[config.mk]
export PLATFORM = sky130hd
export DESIGN_NAME = div_seq_flat
export DESIGN_NICKNAME = d
export VERILOG_FILES = /design/src/rtl/div_if.sv /design/src/rtl/div_seq.sv /design/src/flat_wrapper.sv
export SDC_FILE = /design/constraint.sdc
export NUM_CORES = 1
export LEC_CHECK = 0
export CELL_PAD_IN_SITES_DETAIL_PLACEMENT = 1
export CELL_PAD_IN_SITES_GLOBAL_PLACEMENT = 1
export CORE_AREA = 2 2 168 121
export CTS_CLUSTER_SIZE = 8
export DETAILED_ROUTE_END_ITERATION = 10
export DIE_AREA = 0 0 170 123
export PLACE_DENSITY_LB_ADDON = 0.1
export RECOVER_POWER = 100
export SYNTH_ARGS = -nofsm -noshare
export SYNTH_HDL_FRONTEND = slang
export SYNTH_SLANG_ARGS = --single-unit
[constraint.sdc]
create_clock -name clk -period 7.2 [get_ports clk]
set_clock_uncertainty 0.1 [all_clocks]
set_input_delay 1.44 -clock clk [delete_from_list [all_inputs] [get_ports clk]]
set_output_delay 1.44 -clock clk [all_outputs]
set_load 0.05 [all_outputs]
[src/rtl/div_if.sv]
// ============================================================================
// Module      : div_if
// Description : Request/response bundle between the EX stage and div_seq.
// Revision    : 1.0 - initial release
// ============================================================================
`default_nettype none

interface div_if;
    logic        start_i;
    logic        annul_i;
    logic        signed_div_i;
    logic [31:0] opdata1_i;
    logic [31:0] opdata2_i;
    logic [63:0] result_o;
    logic        ready_o;
    logic        busy_o;

    modport master (
        output start_i, annul_i, signed_div_i, opdata1_i, opdata2_i,
        input  result_o, ready_o, busy_o
    );

    modport slave (
        input  start_i, annul_i, signed_div_i, opdata1_i, opdata2_i,
        output result_o, ready_o, busy_o
    );
endinterface

`default_nettype wire

[src/rtl/div_seq.sv]
// ============================================================================
// Module      : div_seq
// Description : 32-bit sequential restoring divider, {remainder, quotient}.
//               Define DIV_SIGNED_EN to honour signed_div_i (signed DIV).
// Revision    : 1.0 - initial release
// ============================================================================
`default_nettype none

module div_seq (
    input  wire logic clk,
    input  wire logic rst,
    div_if.slave      bus
);

    typedef enum logic [1:0] {
        FREE   = 2'd0,
        BYZERO = 2'd1,
        ON     = 2'd2,
        ENDST  = 2'd3
    } state_t;

    localparam logic [5:0] c_last_step = 6'd32;

    state_t      r_state;
    state_t      w_next;
    logic        w_busy_next;
    logic [5:0]  r_cnt;
    logic [64:0] r_shreg;
    logic [31:0] r_divisor;
    logic [63:0] r_result;
    logic        r_ready;
    logic        r_busy;
    logic        w_accept;

    logic [31:0] w_op1_abs;
    logic [31:0] w_op2_abs;
    logic [31:0] w_quo;
    logic [31:0] w_rem;

    logic [64:0] w_shifted;
    logic [33:0] w_diff;

    assign w_accept = bus.start_i && !bus.annul_i;

`ifdef DIV_SIGNED_EN
    logic r_qneg;
    logic r_rneg;
    logic w_neg1;
    logic w_neg2;

    assign w_neg1    = bus.signed_div_i && bus.opdata1_i[31];
    assign w_neg2    = bus.signed_div_i && bus.opdata2_i[31];
    assign w_op1_abs = w_neg1 ? (~bus.opdata1_i + 32'd1) : bus.opdata1_i;
    assign w_op2_abs = w_neg2 ? (~bus.opdata2_i + 32'd1) : bus.opdata2_i;
    assign w_quo     = r_qneg ? (~r_shreg[31:0] + 32'd1)  : r_shreg[31:0];
    assign w_rem     = r_rneg ? (~r_shreg[63:32] + 32'd1) : r_shreg[63:32];

    always_ff @(posedge clk) begin
        if (rst) begin
            r_qneg <= 1'b0;
            r_rneg <= 1'b0;
        end else if (r_state == FREE && w_accept) begin
            r_qneg <= w_neg1 ^ w_neg2;
            r_rneg <= w_neg1;
        end
    end
`else
    logic w_unused_signed;

    assign w_unused_signed = bus.signed_div_i;
    assign w_op1_abs       = bus.opdata1_i;
    assign w_op2_abs       = bus.opdata2_i;
    assign w_quo           = r_shreg[31:0];
    assign w_rem           = r_shreg[63:32];
`endif

    // One restoring step: shift left, trial-subtract divisor from the upper half.
    assign w_shifted = {r_shreg[63:0], 1'b0};
    assign w_diff    = {1'b0, w_shifted[64:32]} - {2'b00, r_divisor};

    always_comb begin
        w_next      = r_state;
        w_busy_next = 1'b0;
        case (r_state)
            FREE: begin
                if (w_accept)
                    w_next = (bus.opdata2_i == 32'd0) ? BYZERO : ON;
            end
            BYZERO: w_next = bus.annul_i ? FREE : ENDST;
            ON: begin
                if (bus.annul_i)
                    w_next = FREE;
                else if (r_cnt == c_last_step)
                    w_next = ENDST;
            end
            ENDST: begin
                if (bus.annul_i || !bus.start_i)
                    w_next = FREE;
            end
            default: w_next = FREE;
        endcase
        w_busy_next = (w_next == ON) || (w_next == BYZERO);
    end

    always_ff @(posedge clk) begin
        if (rst) begin
            r_state   <= FREE;
            r_cnt     <= 6'd0;
            r_shreg   <= 65'd0;
            r_divisor <= 32'd0;
            r_result  <= 64'd0;
            r_ready   <= 1'b0;
            r_busy    <= 1'b0;
        end else begin
            r_state <= w_next;
            r_busy  <= w_busy_next;
            case (r_state)
                FREE: begin
                    r_ready  <= 1'b0;
                    r_result <= 64'd0;
                    if (w_accept) begin
                        r_cnt     <= 6'd0;
                        r_shreg   <= {33'd0, w_op1_abs};
                        r_divisor <= w_op2_abs;
                    end
                end
                BYZERO: begin
                    r_ready  <= 1'b0;
                    r_result <= 64'd0;
                end
                ON: begin
                    if (bus.annul_i) begin
                        r_ready  <= 1'b0;
                        r_result <= 64'd0;
                    end else if (r_cnt != c_last_step) begin
                        r_shreg <= w_diff[33] ? w_shifted
                                              : {w_diff[32:0], w_shifted[31:1], 1'b1};
                        r_cnt   <= r_cnt + 6'd1;
                    end else begin
                        r_result <= {w_rem, w_quo};
                    end
                end
                ENDST: begin
                    // ready rises one cycle after entering END and holds until start drops.
                    if (bus.annul_i || !bus.start_i) begin
                        r_ready  <= 1'b0;
                        r_result <= 64'd0;
                    end else begin
                        r_ready  <= 1'b1;
                    end
                end
                default: begin
                    r_ready  <= 1'b0;
                    r_result <= 64'd0;
                end
            endcase
        end
    end

    assign bus.result_o = r_result;
    assign bus.ready_o  = r_ready;
    assign bus.busy_o   = r_busy;

endmodule

`default_nettype wire

[src/flat_wrapper.sv]
// flat-port wrapper written by rule: the top's interface ports become plain ports
module div_seq_flat 
  (clk, rst, bus_start_i, bus_annul_i, bus_signed_div_i, bus_opdata1_i, bus_opdata2_i, bus_result_o, bus_ready_o, bus_busy_o);
  div_if bus_i ();
  input  wire logic clk;
  input  wire logic rst;
  input wire logic [$bits(bus_i.start_i)-1:0] bus_start_i;
  input wire logic [$bits(bus_i.annul_i)-1:0] bus_annul_i;
  input wire logic [$bits(bus_i.signed_div_i)-1:0] bus_signed_div_i;
  input wire logic [$bits(bus_i.opdata1_i)-1:0] bus_opdata1_i;
  input wire logic [$bits(bus_i.opdata2_i)-1:0] bus_opdata2_i;
  output wire logic [$bits(bus_i.result_o)-1:0] bus_result_o;
  output wire logic [$bits(bus_i.ready_o)-1:0] bus_ready_o;
  output wire logic [$bits(bus_i.busy_o)-1:0] bus_busy_o;
  assign bus_i.start_i = bus_start_i;
  assign bus_i.annul_i = bus_annul_i;
  assign bus_i.signed_div_i = bus_signed_div_i;
  assign bus_i.opdata1_i = bus_opdata1_i;
  assign bus_i.opdata2_i = bus_opdata2_i;
  assign bus_result_o = bus_i.result_o;
  assign bus_ready_o = bus_i.ready_o;
  assign bus_busy_o = bus_i.busy_o;
  div_seq u_core (.clk(clk), .rst(rst), .bus(bus_i));
endmodule
# Word-level counts from Yosys, hierarchy flattened
# Index checks and enable logic that the tools add are counted.
[classes] add_sub_neg=2 n_eq_ne=13 muxes=23 reduce_logical=12
[op_table] operator="$mux 64" n=7
[op_table] operator="$pmux 64 s3" n=1
[op_table] operator="$pmux 64 s2" n=1
[op_table] operator="$sub 33x32->34" n=1
[op_table] operator="$logic_not 32->1" n=1
[op_table] operator="$mux 6" n=3
[op_table] operator="$mux 2" n=6
[op_table] operator="$pmux 6 s2" n=1
[op_table] operator="$pmux 2 s4" n=1
[op_table] operator="$add 6x1->6 const B" n=1
[op_table] operator="$eq 2x2->1 const B" n=3
[op_table] operator="$eq 6x6->1 const B" n=1
[op_table] operator="$ne 2x1->1 const B" n=3
[op_table] operator="$ne 6x6->1 const B" n=1
[op_table] operator="$eq 2x1->1 const B" n=2
[op_table] operator="$ne 2x2->1 const B" n=2
[op_table] operator="$reduce_and 2->1" n=2
[op_table] operator="$reduce_and 4->1" n=1
[op_table] operator="$ne 3x3->1 const B" n=1
[op_table] operator="$pmux 1 s3" n=1
[op_table] operator="$logic_not 1->1" n=2
[op_table] operator="$logic_not 2->1" n=1
[op_table] operator="$logic_or 1x1->1" n=2
[op_table] operator="$mux 1" n=2
[op_table] operator="other kinds (3)" n=3
[word_totals] wordCells=57 register_bits=170

# Longest topological paths before layout
# Gate-level depths: netlist of the first run.
[depth] word_depth=6 mapped_depth=13 ltp_nobuf=12

# Worst setup path after synthesis of the first run
# OpenSTA, ideal clock, no wires.
[synth_timing] path_type="input to register" startpoint="in bus_annul_i" endpoint="reg u_core.r_cnt[5]" stages=6 arrival_time_ns=2.748 setup_ns=0.086 required_time_ns=7.014 path_slack_ns=4.267 path_cell_list="a211oi_2 > or2_1 > buf_2 > nand4_1 > or3_1 > a211oi_1"
[synth_via] elab_chain_cells=4
[synth_lines] item="start: declaration" line_no="flat_wrapper.sv:8" source="input wire logic [$bits(bus_i.annul_i)-1:0] bus_annul_i;"
[synth_lines] item="$logic_not 1->1" line_no="div_seq.sv:43" source="assign w_accept = bus.start_i && !bus.annul_i;"
[synth_lines] item="$logic_and 1x1->1" line_no="div_seq.sv:43"
[synth_lines] item="$ne 2x1->1 (no source line)"
[synth_lines] item="$reduce_and 4->1 (no source line) (*)"
[synth_lines] item="end signal: assignment" line_no="div_seq.sv:138" source="r_cnt <= r_cnt + 6'd1;"
[synth_lines] item="end: declaration" line_no="div_seq.sv:27" source="logic [5:0] r_cnt;"
# Every way passes the cells marked *; elsewhere a longest branch is shown, timed or not.
# A chain may end at the register's enable or synchronous reset.

# Worst setup path in the final report of the first run
[layout_timing] startpoint="in bus_annul_i" endpoint="reg u_core.r_shreg[62]"
[layout_via] elab_chain_cells=4
[layout_lines] item="$logic_not 1->1" line_no="div_seq.sv:43"
[layout_lines] item="$logic_and 1x1->1" line_no="div_seq.sv:43"
[layout_lines] item="$ne 2x1->1 (no source line)"
[layout_lines] item="$reduce_and 4->1 (no source line) (*)"
[layout_lines] item="end signal: assignment" line_no="div_seq.sv:123" source="r_shreg <= {33'd0, w_op1_abs};"
[layout_lines] item="end signal: assignment" line_no="div_seq.sv:136" source="r_shreg <= w_diff[33] ? w_shifted"
[layout_lines] item="end: declaration" line_no="div_seq.sv:28" source="logic [64:0] r_shreg;"
# Marks and branches as above.

==> results of run 1 <==
==> area by class of cell <==
class | instances | area [um^2] | share of cell area, %
Tap cell | 247 | 309 | 3.03
Clock inverter | 14 | 138 | 1.35
Sequential cell | 170 | 3400 | 33.4
Multi-Input combinational cell | 740 | 4370 | 42.9
Timing Repair Buffer | 144 | 1400 | 13.7
Inverter | 37 | 139 | 1.36
Clock buffer | 18 | 429 | 4.21
==> flip-flops by register name (all words and copies together) (netlist names) <==
| register | count |
|---|---|
| u_core.r_shreg | 64 |
| u_core.r_state | 2 |
| u_core.bus.result_o | 64 |
| u_core.bus.ready_o | 1 |
| u_core.r_divisor | 32 |
| u_core.bus.busy_o | 1 |
| u_core.r_cnt | 6 |
==> critical path, stage by stage <==
cell	delay, ps
dlygate4sd3_1	670
a211oi_4	930
nor2b_1	580
clkbuf_1	390
nand2b_1	380
o21ai_0	290
==> where the power goes <==
group / internal, mW / switching, mW
clock: 0.485 / 0.417
combinational: 0.169 / 0.233
sequential: 0.968 / 0.0213
total: 1.62 / 0.672
==> metal layers <==
layer | global-route usage (%) | vias to the layer above
li1 | - | 3746
met1 | 35.2 | 3723
met2 | 37.3 | 117
met3 | 3.59 | 20
met4 | 6.94 | 0
met5 | 0 | -
==> cell usage in the layout, fill, tap and decap left out, types with 6 or more instances in the layout <==
cell,Yosys,routed
a211oi_1,9,9
a21o_1,13,13
a21oi_1,59,59
a22oi_1,65,65
a32oi_1,11,11
buf_4,0,8
clkbuf_16,0,17
clkdlybuf4s50_1,0,64
dfxtp_1,170,170
dlygate4sd3_1,0,68
ha_1,34,34
inv_1,37,37
mux2i_1,19,19
nand2_1,137,137
nand2b_1,11,11
nand3_1,11,11
nand4_1,7,7
nor2_1,144,143
nor3_1,6,6
nor4_1,8,8
o21ai_0,73,103
xnor2_1,13,13
xor2_1,19,19
==> worst max-delay path by stage <==
stage,from,endpoint,slack [ps],cells past startpoint
after floorplan,bus_annul_i,u_core.r_cnt[5]$_SDFFE_PP0P_,4270,6
after global placement,bus_annul_i,u_core.r_shreg[48]$_SDFFE_PP0P_,2670,4
after detailed placement,bus_annul_i,u_core.r_shreg[62]$_SDFFE_PP0P_,2560,6
after CTS,bus_annul_i,u_core.r_shreg[62]$_SDFFE_PP0P_,2990,6
after global routing,bus_annul_i,u_core.r_shreg[5]$_SDFFE_PP0P_,2500,6
final,bus_annul_i,u_core.r_shreg[62]$_SDFFE_PP0P_,2740,6
==> metrics by stage <==
stage	total power [mW]	std cells	setup slack (ps)
4_1_cts	2.32	1370	2990
3_3_place_gp	1.40	1338	2670
3_5_place_dp	1.41	1338	2560
6_report	2.29	1370	2740
2_1_floorplan	1.29	1015	4270
5_1_grt	2.39	1370	2500
==> cell families after synthesis <==
group,after synthesis,synth area share [%]
simple gates,350,18.3
compound gates,302,23.5
flops,170,41.7
buf+inv,105,5.07
fa+ha+maj,35,5.45
xor+xnor,32,3.43
mux,21,2.60
==> metrics.cfg, run 1 <==
[grt]
first_global_vias=7643
grt_remaining_overflow=0
grt_pass1_wl_mm=40.0
grt_max_degree=84
antenna_found_initial=0
gr-usage-all-layers_pct=24.2

[logic_synthesis]
synthTopCellsByArea=dfxtp_1 42%, nor2_1 6.6%, nand2_1 6.3%
synth_area_per_cell_um2=8.05
synth_top_cell_by_area=dfxtp_1
synth_cells=1015
yosys_warnings=0
yosysSeqAreaShare_pct=41.7
async_reset_ff_share_pct=0
synth_fp_nets=1119
yosys.cell_types.count=57
syn-cell-area_um2=8170
netlist.area_leader.share_pct=41.7
ys_seq_elements=170
synth_edf_count=0
yosysMostFrequentCell=dfxtp_1
synthFlopType=dfxtp_1
synth.top_cells.by_count=170 x dfxtp_1, 144 x nor2_1, 137 x nand2_1

[timing]
setup_tns_ps=0
rsz0062_at_grt=no
finalCriticalPeriod_ps=4460
hold_ws_ps=357
setup_viol=0
fmax_mhz=224
relSlewSlack_pct=-61.2
tightest_slew_ps=2420
hold_viol=0
period_share_pct=61.9
report.final.slew_viol_count=141

[detailed_routing]
wl_mm=24.6
dr.max_layer_used=met4
vias_per_cell=5.55
drtIter0Drc=379
wl_per_cell_um=18.0
wirelength_met1_mm=12.8
vias=7606
drcViolationCount=0
drt-pass1-iter-count=5
wl_met3_um=763
ant_nets=0
met2_length_mm=10.6

[place]
placed_cell_area_um2=9650
gp_congestion=0.857
numPortBuffers=133
hpwl_mm=16.8

[critical_path]
worstPathRequired_ps=7440
crit_type=input pin to register
r2r_cells=11
critPathMaxFanout=23
r2r-start=u_core.r_shreg[45]$_SDFFE_PP0P_
critPathArrivalTime_ps=4690
worst_setup_path_start_kind=input pin
reg2reg_slack_ps=3330
end_kind=register
reg2reg_to=u_core.r_shreg[59]$_SDFFE_PP0P_

[clocking]
cts_tree=yes
cts.sinks=170
cts_buffers=17
clock-root-buffer=clkbuf_16
ctsHoldBuffers=0
cts_setup_buffers=0
clk_path_buf_depth=2
clk_latency_ps=430
htreeDepth=4
cts_resized=0
clk_pin_slew_ps=70

[power]
peakVddDrop_mv=0.143
powerDensity_nw_per_um2=225
power.leakage_nw=4.07

[cells_and_area]
drive_gt1_share_pct=4.72
nNetsFinal=1214
post-route-util_pct=52.6
fill_cells=2381
n_antenna_cell=0
areaGrowthSynthToFinish_pct=24.7
stdcell_area_um2=10200

[floorplanning]
die_height_um=123
die_w_um=170
initial_core_util_pct=42.2
io_pins=135
core_area_um2=19400
dieArea_um2=20900
fp-row-count=43

[worst_hold_path]
hold_class=register to register
hold-path-endpoint=u_core.r_divisor[15]$_SDFFE_PP0P_
hp-start=u_core.r_divisor[15]$_SDFFE_PP0P_
whs_path_depth=2

[outcome]
status=finished, violations left
violations=max-capacitance violations, max-slew violations

[job]
maxCapViolations=3

No activity file was read; power rests on OpenSTA's default activity.
==> run 2, diff against run 1 <==
CORE_AREA = 2 2 174 125   (was 2 2 168 121)
DIE_AREA = 0 0 176 127   (was 0 0 170 123)
clock period = 4.6 ns   (was 7.2 ns; I/O delays follow)
==> run 2 against run 1 <==
The flow still finishes with violations (max-capacitance violations, max-slew violations). Critical endpoint is now u_core.r_shreg[31]$_SDFFE_PP0P_. Count of clock-buffer cells in the layout grew 1. Clock power increased by 57%. Sequential cell count is the same. First-iteration DRC count increased by 6.9%. Utilization shrank 2.7 points. Via count shrank 0.59%. Cell area rose by 0.49%.
==> metrics.cfg, run 2 (same netlist as run 1, synthesis figures left out) <==
[detailed_routing]
vias_per_cell=5.40  ; -2.8%
wl_mm=24.8  ; +0.76%
vias=7561  ; -0.59%
drt-pass1-iter-count=5  ; unchanged
ant_nets=0  ; unchanged
wl_per_cell_um=17.7  ; -1.5%
drtIter0Drc=405  ; +6.9%
drcViolationCount=0  ; unchanged

[grt]
first_global_vias=7708  ; +0.85%
grt_max_degree=86  ; +2.4%
grt_pass1_wl_mm=40.8  ; +2.0%
antenna_found_initial=0  ; unchanged
grt_remaining_overflow=0  ; unchanged
gr-usage-all-layers_pct=22.9  ; -1.3 points

[outcome]
violations=max-capacitance violations, max-slew violations
status=finished, violations left

[clocking]
htreeDepth=4  ; unchanged
cts_tree=yes
clk_path_buf_depth=2  ; unchanged
cts_resized=0  ; unchanged
cts_buffers=17  ; unchanged
clk_pin_slew_ps=70  ; about the same
cts.sinks=170  ; unchanged
clock-root-buffer=clkbuf_16
cts_setup_buffers=0  ; unchanged
clk_latency_ps=440  ; about the same
ctsHoldBuffers=0  ; unchanged

[timing]
rsz0062_at_grt=no
relSlewSlack_pct=-60.3  ; +0.88 points
tightest_slew_ps=2400  ; -13.2 ps
period_share_pct=80.9
finalCriticalPeriod_ps=3720
setup_viol=0  ; unchanged
hold_viol=0  ; unchanged
setup_tns_ps=0  ; unchanged
fmax_mhz=269
report.final.slew_viol_count=188  ; +33%

[floorplanning]
initial_core_util_pct=39.8  ; -2.4 points
die_height_um=127  ; +3.3%
fp-row-count=44  ; +2.3%
dieArea_um2=22400  ; +6.9%
io_pins=135  ; unchanged
die_w_um=176  ; +3.5%
core_area_um2=20500  ; +6.0%

[critical_path]
critPathMaxFanout=63  ; +170%
critical_path.startpoint=bus_annul_i
critical_path.max_stage_delay_ps=1810  ; +880 ps
crit_buf_inv=1  ; -1
critical-path-top-delay-family=simple AND/OR/NAND/NOR gates
worst_setup_path_start_kind=input pin
critPathSlowestCell=or4b_1
reg2reg_slack_ps=980  ; -2350 ps
crit_top_cell=nor2_1
r2r-start=u_core.r_shreg[45]$_SDFFE_PP0P_
critPathArrivalTime_ps=3930  ; -760 ps
end_kind=register
crit_chain=clkdlybuf4s50_1 -> or4b_1 -> nor2_1 -> nor2_1 -> a21oi_1 -> a211oi_1
crit_type=input pin to register
worstPathRequired_ps=4810  ; -2630 ps

[cells_and_area]
multi_input_area_um2=4360  ; -0.40%
mostFrequentLayoutCell=dfxtp_1
areaGrowthSynthToFinish_pct=25.4
regArea_um2=3400  ; unchanged
stdcell_area_um2=10200  ; +0.49%
final_cell_mix=170 x dfxtp_1, 144 x nor2_1, 137 x nand2_1
fill_cells=2446  ; +2.7%
nNetsFinal=1216  ; +0.16%
instances_no_fill=1401  ; +2.3%
drive_gt1_share_pct=4.80  ; +0.080 points
n_antenna_cell=0  ; unchanged

[power]
peakVddDrop_mv=0.226  ; +58%
power.leakage_nw=4.08  ; +0.23%
power_mw=3.60  ; +57%
powerDensity_nw_per_um2=352  ; +56%

[worst_hold_path]
hp-start=u_core.r_divisor[12]$_SDFFE_PP0P_
hold_class=register to register

[place]
gp_congestion=0.859  ; +0.21%
dp.cells=1369  ; +2.3%
numPortBuffers=133  ; unchanged
hpwl_mm=17.0  ; +1.2%
placed_cell_area_um2=9710  ; +0.61%

[job]
maxCapViolations=3  ; unchanged

## run 2: cell count changes in the layout (fill, tap and decap cells not counted), sizes merged
cell           before  now
buf                 8   11
clkdlybuf4s50      64   66
dlygate4sd3        68   66
clkinv              4    3
clkinvlp            3    2
inv                43   44
## run 2: worst paths after layout
check | end | cells after the start
worst max-delay path | u_core.r_shreg[31]$_SDFFE_PP0P_ | 6
worst min register to register | u_core.r_divisor[12]$_SDFFE_PP0P_ | 2
worst max register to register | u_core.r_shreg[54]$_SDFFE_PP0P_ | 11
worst min-delay path | u_core.r_divisor[12]$_SDFFE_PP0P_ | 2
## run 2: area by class of cell
class,instances,area share [%]
clock buffer,19,4.23
clock inverter,13,1.28
inverter,37,1.36
multi-input combinational,740,42.6
sequential,170,33.2
tap,276,3.37
timing repair buffer,146,14.0
## run 2: power by group
group	leakage (nW)	switching, mW	internal [mW]
Sequential	1.38	0.0340	1.51
Combinational	2.43	0.363	0.271
Clock	0.272	0.657	0.761
## run 2: stage by stage
step / hold slack, ps / setup slack (ps) / utilization, %
floorplan: 336 / 1760 / -
global placement: 344 / 922 / 47.3
detailed placement: 350 / 854 / 47.3
CTS: 359 / 1110 / 50.0
global route: 376 / 471 / 49.9
finish: 355 / 876 / 49.9
## run 2: worst min-delay path, cell delays in order (launching register included)
cell and delay, ps:
dfxtp_1 310, nand2_1 50, a21oi_1 50
## run 2: layer usage
metal,part of all wire [%],track usage [%],routed length [um]
met2,45,36.6,11100
met5,0,0,0
met3,3.3,3.96,818
met1,51,32.2,12600
met4,1.0,5.64,258
